## src/rtl/sort_fifo_bank_if.sv

```systemverilog
// Per-channel push/pop/flush controls and status for sort_fifo_bank.
// The master side drives the requests; the slave side is the FIFO bank.
interface sort_fifo_bank_if #(
  parameter int unsigned DATA_WIDTH = 32,
  parameter int unsigned LOG2_DEPTH = 2,
  parameter int unsigned NUM_CH     = 2
);
  logic [NUM_CH-1:0]                  wr_en;
  logic [NUM_CH-1:0]                  rd_en;
  logic [NUM_CH-1:0]                  flush;
  logic [NUM_CH*DATA_WIDTH-1:0]       din;
  logic [NUM_CH*DATA_WIDTH-1:0]       head;
  logic [NUM_CH*(LOG2_DEPTH+1)-1:0]   count;
  logic [NUM_CH-1:0]                  empty;
  logic [NUM_CH-1:0]                  full;
  logic [NUM_CH-1:0]                  almost_full;
  logic [NUM_CH-1:0]                  overflow;
  logic [NUM_CH-1:0]                  underflow;

  modport master (
    output wr_en, rd_en, flush, din,
    input  head, count, empty, full, almost_full, overflow, underflow
  );

  modport slave (
    input  wr_en, rd_en, flush, din,
    output head, count, empty, full, almost_full, overflow, underflow
  );
endinterface

```

## src/rtl/sort_fifo_bank.sv

```systemverilog
// Bank of independent show-ahead FIFOs buffering sorted runs between merge stages.
// Each channel exposes its oldest word on head, occupancy/status, and sticky error flags.
module sort_fifo_bank #(
  parameter int unsigned DATA_WIDTH      = 32,
  parameter int unsigned LOG2_DEPTH      = 2,
  parameter int unsigned NUM_CH          = 2,
  parameter int unsigned ALMOST_FULL_LVL = 2**LOG2_DEPTH - 1
) (
  input logic             clk,
  input logic             reset,
  sort_fifo_bank_if.slave bus
);
  localparam int unsigned     Depth    = 2**LOG2_DEPTH;
  localparam int unsigned     CntW     = LOG2_DEPTH + 1;
  localparam logic [CntW-1:0] DepthCnt = CntW'(Depth);
  localparam logic [CntW-1:0] AfLvl    = CntW'(ALMOST_FULL_LVL);

  logic [DATA_WIDTH-1:0] head_ch  [NUM_CH];
  logic [CntW-1:0]       cnt_ch   [NUM_CH];
  logic                  empty_ch [NUM_CH];
  logic                  full_ch  [NUM_CH];
  logic                  af_ch    [NUM_CH];
  logic                  ovf_ch   [NUM_CH];
  logic                  udf_ch   [NUM_CH];

  for (genvar c = 0; c < NUM_CH; c++) begin : g_ch
    logic [LOG2_DEPTH-1:0] wr_ptr_q, wr_ptr_d, rd_ptr_q, rd_ptr_d;
    logic [CntW-1:0]       cnt_q, cnt_d;
    logic                  ovf_q, ovf_d, udf_q, udf_d;
    logic [DATA_WIDTH-1:0] mem_q [Depth];
    logic [DATA_WIDTH-1:0] wdata;
    logic                  is_empty, is_full, wr_acc, rd_acc;

    assign wdata    = bus.din[c*DATA_WIDTH +: DATA_WIDTH];
    assign is_empty = (cnt_q == '0);
    assign is_full  = (cnt_q == DepthCnt);
    assign rd_acc   = bus.rd_en[c] & ~bus.flush[c] & ~is_empty;
    // A full channel still takes a push when a pop frees a slot in the same cycle.
    assign wr_acc   = bus.wr_en[c] & ~bus.flush[c] & (~is_full | rd_acc);

    always_comb begin
      wr_ptr_d = wr_ptr_q;
      rd_ptr_d = rd_ptr_q;
      cnt_d    = cnt_q;
      ovf_d    = ovf_q;
      udf_d    = udf_q;
      if (bus.flush[c]) begin
        wr_ptr_d = '0;
        rd_ptr_d = '0;
        cnt_d    = '0;
        ovf_d    = 1'b0;
        udf_d    = 1'b0;
      end else begin
        if (wr_acc) wr_ptr_d = wr_ptr_q + LOG2_DEPTH'(1);
        if (rd_acc) rd_ptr_d = rd_ptr_q + LOG2_DEPTH'(1);
        case ({wr_acc, rd_acc})
          2'b10:   cnt_d = cnt_q + CntW'(1);
          2'b01:   cnt_d = cnt_q - CntW'(1);
          default: cnt_d = cnt_q;
        endcase
        if (bus.wr_en[c] && !wr_acc) ovf_d = 1'b1;
        if (bus.rd_en[c] && is_empty) udf_d = 1'b1;
      end
    end

    always_ff @(posedge clk or negedge reset) begin
      if (!reset) begin
        wr_ptr_q <= '0;
        rd_ptr_q <= '0;
        cnt_q    <= '0;
        ovf_q    <= 1'b0;
        udf_q    <= 1'b0;
      end else begin
        wr_ptr_q <= wr_ptr_d;
        rd_ptr_q <= rd_ptr_d;
        cnt_q    <= cnt_d;
        ovf_q    <= ovf_d;
        udf_q    <= udf_d;
      end
    end

    // Storage is deliberately left out of reset; empty channels mask it on head.
    always_ff @(posedge clk) begin
      if (wr_acc) mem_q[wr_ptr_q] <= wdata;
    end

    assign head_ch[c]  = is_empty ? '0 : mem_q[rd_ptr_q];
    assign cnt_ch[c]   = cnt_q;
    assign empty_ch[c] = is_empty;
    assign full_ch[c]  = is_full;
    assign af_ch[c]    = (cnt_q >= AfLvl);
    assign ovf_ch[c]   = ovf_q;
    assign udf_ch[c]   = udf_q;
  end

  always_comb begin
    bus.head        = '0;
    bus.count       = '0;
    bus.empty       = '0;
    bus.full        = '0;
    bus.almost_full = '0;
    bus.overflow    = '0;
    bus.underflow   = '0;
    for (int c = 0; c < NUM_CH; c++) begin
      bus.head[c*DATA_WIDTH +: DATA_WIDTH] = head_ch[c];
      bus.count[c*CntW +: CntW]            = cnt_ch[c];
      bus.empty[c]                         = empty_ch[c];
      bus.full[c]                          = full_ch[c];
      bus.almost_full[c]                   = af_ch[c];
      bus.overflow[c]                      = ovf_ch[c];
      bus.underflow[c]                     = udf_ch[c];
    end
  end
endmodule

```

## src/flat_wrapper.sv

```systemverilog
// flat-port wrapper written by rule: the top's interface ports become plain ports
module sort_fifo_bank_flat 
#(
  parameter int unsigned DATA_WIDTH      = 32,
  parameter int unsigned LOG2_DEPTH      = 2,
  parameter int unsigned NUM_CH          = 2,
  parameter int unsigned ALMOST_FULL_LVL = 2**LOG2_DEPTH - 1
)
  (clk, reset, bus_wr_en, bus_rd_en, bus_flush, bus_din, bus_head, bus_count, bus_empty, bus_full, bus_almost_full, bus_overflow, bus_underflow);
  sort_fifo_bank_if #(.DATA_WIDTH(DATA_WIDTH), .LOG2_DEPTH(LOG2_DEPTH), .NUM_CH(NUM_CH)) bus_i ();
  input logic clk;
  input logic reset;
  input wire logic [$bits(bus_i.wr_en)-1:0] bus_wr_en;
  input wire logic [$bits(bus_i.rd_en)-1:0] bus_rd_en;
  input wire logic [$bits(bus_i.flush)-1:0] bus_flush;
  input wire logic [$bits(bus_i.din)-1:0] bus_din;
  output wire logic [$bits(bus_i.head)-1:0] bus_head;
  output wire logic [$bits(bus_i.count)-1:0] bus_count;
  output wire logic [$bits(bus_i.empty)-1:0] bus_empty;
  output wire logic [$bits(bus_i.full)-1:0] bus_full;
  output wire logic [$bits(bus_i.almost_full)-1:0] bus_almost_full;
  output wire logic [$bits(bus_i.overflow)-1:0] bus_overflow;
  output wire logic [$bits(bus_i.underflow)-1:0] bus_underflow;
  assign bus_i.wr_en = bus_wr_en;
  assign bus_i.rd_en = bus_rd_en;
  assign bus_i.flush = bus_flush;
  assign bus_i.din = bus_din;
  assign bus_head = bus_i.head;
  assign bus_count = bus_i.count;
  assign bus_empty = bus_i.empty;
  assign bus_full = bus_i.full;
  assign bus_almost_full = bus_i.almost_full;
  assign bus_overflow = bus_i.overflow;
  assign bus_underflow = bus_i.underflow;
  sort_fifo_bank #(.DATA_WIDTH(DATA_WIDTH), .LOG2_DEPTH(LOG2_DEPTH), .NUM_CH(NUM_CH), .ALMOST_FULL_LVL(ALMOST_FULL_LVL)) u_core (.clk(clk), .reset(reset), .bus(bus_i));
endmodule
```

## config.mk

```make
export PLATFORM = sky130hd
export DESIGN_NAME = sort_fifo_bank_flat
export DESIGN_NICKNAME = d
export VERILOG_FILES = /design/src/rtl/sort_fifo_bank_if.sv /design/src/rtl/sort_fifo_bank.sv /design/src/flat_wrapper.sv
export SDC_FILE = /design/constraint.sdc
export NUM_CORES = 1
export LEC_CHECK = 0
export CAP_MARGIN = 10
export CORE_ASPECT_RATIO = 0.8
export CORE_UTILIZATION = 40
export CTS_BUF_LIST = sky130_fd_sc_hd__clkbuf_8
export CTS_CLUSTER_DIAMETER = 150
export DETAILED_ROUTE_END_ITERATION = 8
export HOLD_SLACK_MARGIN = 0.06
export SYNTH_ARGS = -nofsm -noshare
export SYNTH_HDL_FRONTEND = slang
export SYNTH_SLANG_ARGS = --single-unit
```

## constraint.sdc

```tcl
create_clock -name clk -period 2.1 [get_ports clk]
set_input_delay 0.21 -clock clk [delete_from_list [all_inputs] [get_ports clk]]
set_output_delay 0.21 -clock clk [all_outputs]
set_load 0.03 [all_outputs]
```

; ---- Word level (Yosys, flattened, before mapping)
; Memories as Yosys holds them, arrays and structs flattened.
; Index checks and enable logic that the tools add are counted.
[op_classes]
add_sub_neg = 8
reduce_logical = 18
order_cmp = 2
bitwise_logic = 16
eq_ne = 6
mux = 26
[op_table]
columns = operator, count
row1 = $mux W32, 2
row2 = $mux W2, 8
row3 = $reduce_bool A2 Y1, 8
row4 = $mux W1, 12
row5 = $pmux W3 S2, 2
row6 = $add A2 B1 Y2 const B, 4
row7 = $and A1 B1 Y1, 8
row8 = $add A3 B1 Y3 const B, 2
row9 = $eq A3 B3 Y1 const B, 2
row10 = $ge A3 B2 Y1 const B, 2
row11 = $logic_not A3 Y1, 2
row12 = $mux W3, 2
row13 = $not A1 Y1, 6
row14 = $reduce_bool A3 Y1, 2
row15 = $sub A3 B1 Y3 const B, 2
row16 = $eq A2 B1 Y1 const B, 2
row17 = $eq A2 B2 Y1 const B, 2
row18 = $logic_and A1 B1 Y1, 4
row19 = $logic_not A1 Y1, 2
row20 = $or A1 B1 Y1, 2
[totals]
memories = 2
mem_bits_rw = 256
in_bits = 72
register_bits = 18
word_cells = 88
out_inout_bits = 80
[mem_list]
columns = memory, depth, word_bits, rd, rd_ports_with_merged_regs, write_ports, line
row1 = u_core.g_ch[0].mem_q, 4, 32, 1, 0, 1, sort_fifo_bank.sv:30  ; logic [DATA_WIDTH-1:0] mem_q [Depth];
row2 = u_core.g_ch[1].mem_q, 4, 32, 1, 0, 1, sort_fifo_bank.sv:30

; ---- Logic depth before layout (Yosys ltp)
; Gate-level depths: netlist of the first run.
[logic_depth]
ltp_word = 9
mapped_depth = 7
mapped_depth_nobuf = 6

; ---- Least setup slack after synthesis of the first run
; Ideal clock, no wire load.
[synth_path]
path_kind = register -> register
from = reg u_core.g_ch[0].cnt_q[0]
to = mem u_core.g_ch[0].mem_q[1][0] (enable)
period_less_slack_ps = 2316
n_path_buf = 1
setup_slack_ps = -216
path_stages_with_launch = 5
setup_time_ps = 392
required_time_ps = 1708
arrival_time_ps = 1924
path_cell_list = dfrtp_1 > buf_2 > nor4b_2 > nor3_1 > and2_1
[synth_between]
elab_chain_len = 7
word_cells_on_any_way = 9
classes_between = 1 x eq/ne / 2 x mux / 5 x bitwise / 1 x reduce/logical
[synth_rtl]
columns = element, line
row1 = "start, declared", sort_fifo_bank.sv:28  ; logic [CntW-1:0] cnt_q, cnt_d;
row2 = "start signal, assigned", sort_fifo_bank.sv:76  ; cnt_q <= cnt_d;
row3 = $logic_not A3 Y1, sort_fifo_bank.sv:35  ; assign is_empty = (cnt_q == '0);
row4 = $not A1 Y1, sort_fifo_bank.sv:37  ; assign rd_acc = bus.rd_en[c] & ~bus.flush[c] & ~is_empty;
row5 = $and A1 B1 Y1, sort_fifo_bank.sv:37
row6 = $or A1 B1 Y1 *, sort_fifo_bank.sv:39  ; assign wr_acc = bus.wr_en[c] & ~bus.flush[c] & (~is_full | rd_acc);
row7 = $and A1 B1 Y1 *, sort_fifo_bank.sv:39
row8 = $mux W1 *, sort_fifo_bank.sv:84  ; if (wr_acc) mem_q[wr_ptr_q] <= wdata;
row9 = $mux W1 (implied by the code) *, sort_fifo_bank.sv:84
row10 = "end, declared", sort_fifo_bank.sv:30
; Mark *: on every way between the ends. The rest lies on a longest branch, timed or not.

; ---- Worst setup path in the final report of the first run
[layout_path]
from = reg u_core.g_ch[1].rd_ptr_q[0]
to = out bus_head[39]
[layout_between]
elab_chain_len = 2
[layout_rtl]
columns = element, line
row1 = "start, declared", sort_fifo_bank.sv:27  ; logic [LOG2_DEPTH-1:0] wr_ptr_q, wr_ptr_d, rd_ptr_q, rd_ptr_d;
row2 = "start signal, assigned", sort_fifo_bank.sv:75  ; rd_ptr_q <= rd_ptr_d;
row3 = $mem_v2 Z4 W32, -
row4 = $mux W32, sort_fifo_bank.sv:87  ; assign head_ch[c] = is_empty ? '0 : mem_q[rd_ptr_q];
row5 = "end, declared", flat_wrapper.sv:17  ; output wire logic [$bits(bus_i.head)-1:0] bus_head;
; No other way between the ends.

==> summary.md, run 1 <==
In the post-synthesis netlist, the biggest area contributors are sky130_fd_sc_hd__edfxtp_1 70%, sky130_fd_sc_hd__mux4_2 13%, sky130_fd_sc_hd__dfrtp_1 4.1%. After synthesis, the mean cell area works out to 20.1 um2. Summed over all layers, the global routing overflow is 0. The type of the setup path with the least slack was flop to output port. The clock network is responsible for 30.2% of the overall power. The run finished, with violations left. The clock root buffer was sky130_fd_sc_hd__clkbuf_8. Counting instances in the post-synthesis netlist gives the leading cell types as 256 x sky130_fd_sc_hd__edfxtp_1, 68 x sky130_fd_sc_hd__nor2b_1, 64 x sky130_fd_sc_hd__mux4_2. The number of routed nets with antenna violations came out at 0. The clock drives 274 sinks.

The routed design uses 11600 um of met2 wire. STA classifies the critical path endpoint as an output port. In this run the static leakage power is 5.09 nW. The fraction of final layout cells sized beyond drive strength 1 is 38.3%, and the sequential area share after synthesis is 73.6%. After legalization and detailed placement, the total HPWL measured 14100 um. Max-cap violations in this run came to 0.

The share of synthesized area in the top cell type comes to 69.5%. The logs give 64 for the setup violation total in the final timing report and 0.0257 ns for the worst clock skew on the final layout. The critical path goes through buf_12, buf_16, mux4_2, nor2b_1, buf_4.

Setup repair after global routing could not meet its margin everywhere. The path class of the tightest hold or removal check is input port to flop. The number of enable flip-flop cells after synthesis came out at 256.

In this design, the stage delay of the slowest critical-path cell is 0.48 ns. The Yosys step of the flow raised 0 warnings. The standard cell with the maximum stage delay on the critical path is sky130_fd_sc_hd__mux4_2. Worst max-slew margin expressed relative to the limit: 71.8%. Summing internal, switching and leakage power gives 14.0 mW.

Internal power comes to 10.1 mW. The initialized floorplan defines 54 standard-cell rows. For the maximum clock frequency, the log shows 439 MHz.

The tools report the hold violation count in the final report as 0. The region available for standard cell placement spans 0.0272 mm2. In this run the number of H-tree levels came out at 2.

The number of nets in the final layout was 849. STA classifies the critical path startpoint as a flop. The routed design has 23500 um of wire.

The first global-routing pass estimated 34500 um of wire. The largest net degree at the start of global routing is 35. The cell taking the most area after synthesis was sky130_fd_sc_hd__edfxtp_1.

Summed over all nets, the switching power comes to 3.90 mW. After routing, the total negative slack on setup checks comes to -8.18 ns. The highest metal layer carrying signal wires in the routed design is met4. The effective utilization at floorplan is 40.6%, and the highest ir drop seen on vdd is 0.450 mV. For the finished layout, the period the worst path requires is 2.28 ns. The final reports fail on negative setup slack. The final count of pins violating max slew was 0; the per-cell via count in the routed design was 4.99. The post-route clock period utilization works out to 108%. The floorplan step set the die width to 188 um. The power per cell area works out to 961 mW/mm2. The post-layout worst setup margin came out at -0.178 ns. The number of global-route vias before repair was 6150.

The run gives 3 as the worst-case clock buffer depth. The height of the chip is 151 um, and the clock transition at the register clock pins on the worst setup and hold paths after CTS is 0.06 ns. Registers are responsible for 44.8% of the overall power. At the later pin of the worst-skew pair, clock insertion delay measures 0.54 ns. Synthesis produced a netlist with a net count of 633. 152 I/O pins were placed. The transition at the pin with the smallest max-transition slack was 0.421 ns. Routability-driven placement finished with a final weighted congestion of 0.780. In this run, synthesis produced a sequential element count of 274. The critical-path maximum fanout is 7, and the critical path data required time is 1.89 ns. The number of antenna diodes in the final layout is 0. Across all layers, the routed design uses 5800 vias. The library cell with the highest instance count after synthesis is sky130_fd_sc_hd__edfxtp_1.

Before CTS, the worst setup slack after placement is -0.0510 ns. Combinational logic is responsible for 25.0% of the overall power. The met1 wire length was 10600 um; the count of mapped cells out of synthesis was 551. Port buffer count: 151. From synthesis to final layout, the design area changed by 32.0%.

Data arrives at the worst endpoint at 2.07 ns. In the detailed route, the total length drawn on met3 is 1000 um. Counting distinct cell types in the post-synthesis netlist gives 41. After filler insertion, the fill cell instance count of the layout stands at 2164. Once placement finished, the instance area stood at 0.0132 mm2. Of the total power, the share spent switching nets is 27.8%. Summing every instance area after synthesis gives 0.0111 mm2.

TritonCTS built the clock tree. Counting the buffers created by CTS gives 44. The die covers 0.0283 mm2. For this run, the leading register cell type out of synthesis is sky130_fd_sc_hd__edfxtp_1. Global routing consumed, over all layers together, 16.0% of the routing resources. The final cell area excluding filler cells is 0.0146 mm2. The initial antenna violation count is 0, and the number of remaining DRC errors is 0.

For this run, asynchronously set or reset flops after synthesis account for 6.57%. The first routing iteration left 273 violations. The tools report the iteration count of the initial detailed-routing pass as 4. After detailed routing, the average wire length per cell comes to 20.2 um.
==> critical path: cells and delay by family (launching register included) <==
family	cells	cell delay (ns)
mux	1	0.48
buf+inv	3	0.46
flops	1	0.44
simple gates	1	0.15
==> cell usage in the layout (no fill, tap or decap), types with 5 or more instances in the layout <==
cell                              netlist  final
sky130_fd_sc_hd__buf_4                 11     64
sky130_fd_sc_hd__ha_1                   8      8
sky130_fd_sc_hd__nor2_1                10     10
sky130_fd_sc_hd__clkdlybuf4s50_1        0     77
sky130_fd_sc_hd__nor2b_4                0     26
sky130_fd_sc_hd__buf_12                 0     22
sky130_fd_sc_hd__mux4_2                64     64
sky130_fd_sc_hd__xor2_1                 6      6
sky130_fd_sc_hd__edfxtp_1             256    256
sky130_fd_sc_hd__and2_2                 5      8
sky130_fd_sc_hd__inv_1                  9     22
sky130_fd_sc_hd__buf_6                  8     34
sky130_fd_sc_hd__nor2b_1               68     39
sky130_fd_sc_hd__clkinv_1               0     10
sky130_fd_sc_hd__a21oi_1                8      8
sky130_fd_sc_hd__clkinv_2               0      5
sky130_fd_sc_hd__dfrtp_1               18     11
sky130_fd_sc_hd__dfrtp_2                0      7
sky130_fd_sc_hd__clkbuf_8               1     46
==> cells by family (layout without fill, tap and decap cells) <==
group / after synthesis / count (layout) / share of synthesized area (%)
simple gates: 112 / 112 / 6.29
mux: 66 / 66 / 13.3
flops: 274 / 274 / 73.6
xor+xnor: 8 / 8 / 0.634
buf+inv: 50 / 297 / 2.86
fa+ha+maj: 10 / 10 / 1.27
compound gates: 31 / 31 / 2.06
==> power groups by stage <==
stage	Sequential (mW)	Clock [mW]	Combinational, mW
6_report	6.28	4.23	3.51
5_1_grt	6.29	4.58	3.72
4_1_cts	6.28	4.38	3.27
3_5_place_dp	6.38	0	2.92
3_3_place_gp	6.37	0	2.89
2_1_floorplan	6.38	0	1.81
==> area by class of cell <==
cell class	instances	area, um2	share of cell area (%)
clock buffers	46	633	4.34
clock inverters	31	180	1.23
inverters	9	33.8	0.232
multi-input cells	227	2860	19.6
flip-flops and latches	274	8150	55.8
well taps	364	455	3.12
repair buffers	211	2280	15.6
==> per-stage QoR <==
stage                     cells  util [%]  hold WS (ns)
after floorplan             551         -       -0.0856
after global placement     1066      48.3         0.486
after detailed placement   1066      48.3         0.491
after CTS                  1157      52.6         0.268
after global routing       1162      53.6         0.293
final                      1162      53.6         0.307
==> per-layer routing <==
| layer | global-route usage [%] | up-vias |
|---|---|---|
| met3 | 2.87 | 31 |
| met1 | 21.9 | 3011 |
| met2 | 26.6 | 142 |
| met4 | 4.23 | 0 |
| met5 | 0 | - |
| li1 | - | 2616 |
==> path summary, 6_finish.rpt <==
kind                       depth (start not counted)                              startpoint  slack, ns                                endpoint
hold reg to reg                                    2        u_core.g_ch[0].udf_q$_DFFE_PN0P_       0.51        u_core.g_ch[0].udf_q$_DFFE_PN0P_
hold / removal                                     1                             bus_din[56]       0.31   u_core.g_ch[1].mem_q[3][24]$_DFFE_PP_
setup / recovery                                   5  u_core.g_ch[1].rd_ptr_q[0]$_DFFE_PN0P_      -0.18                            bus_head[39]
max in group asynchronous                          3                                   reset       1.34  u_core.g_ch[0].rd_ptr_q[0]$_DFFE_PN0P_
min in group asynchronous                          3                                   reset       0.54  u_core.g_ch[0].wr_ptr_q[1]$_DFFE_PN0P_
setup reg to reg                                   6     u_core.g_ch[0].cnt_q[1]$_DFFE_PN0P_       0.05     u_core.g_ch[0].cnt_q[2]$_DFFE_PN0P_
==> registers in the layout, indices dropped and copies added, names as in the netlist <==
register              flops
u_core.g_ch.mem_q       256
u_core.g_ch.cnt_q         6
u_core.g_ch.rd_ptr_q      4
u_core.g_ch.wr_ptr_q      4
u_core.g_ch.ovf_q         2
u_core.g_ch.udf_q         2
==> timing repair <==
action / 4_1_cts / 5_1_grt
pin swaps: 0 / 6
hold buffers: 1 / 0
gates resized for setup: 46 / 69
buffers inserted: 8 / 7
gates cloned: 5 / 3
endpoints found under the hold margin: 18 / 0
setup endpoints to repair: 70 / 93
No activity file was read; power rests on OpenSTA's default activity.
==> run 2: changes to the inputs <==
Settings changed: CAP_MARGIN 10 to not set.
==> results of run 2 <==
No change in the layout: final DEF, timing and power equal those of run 1.
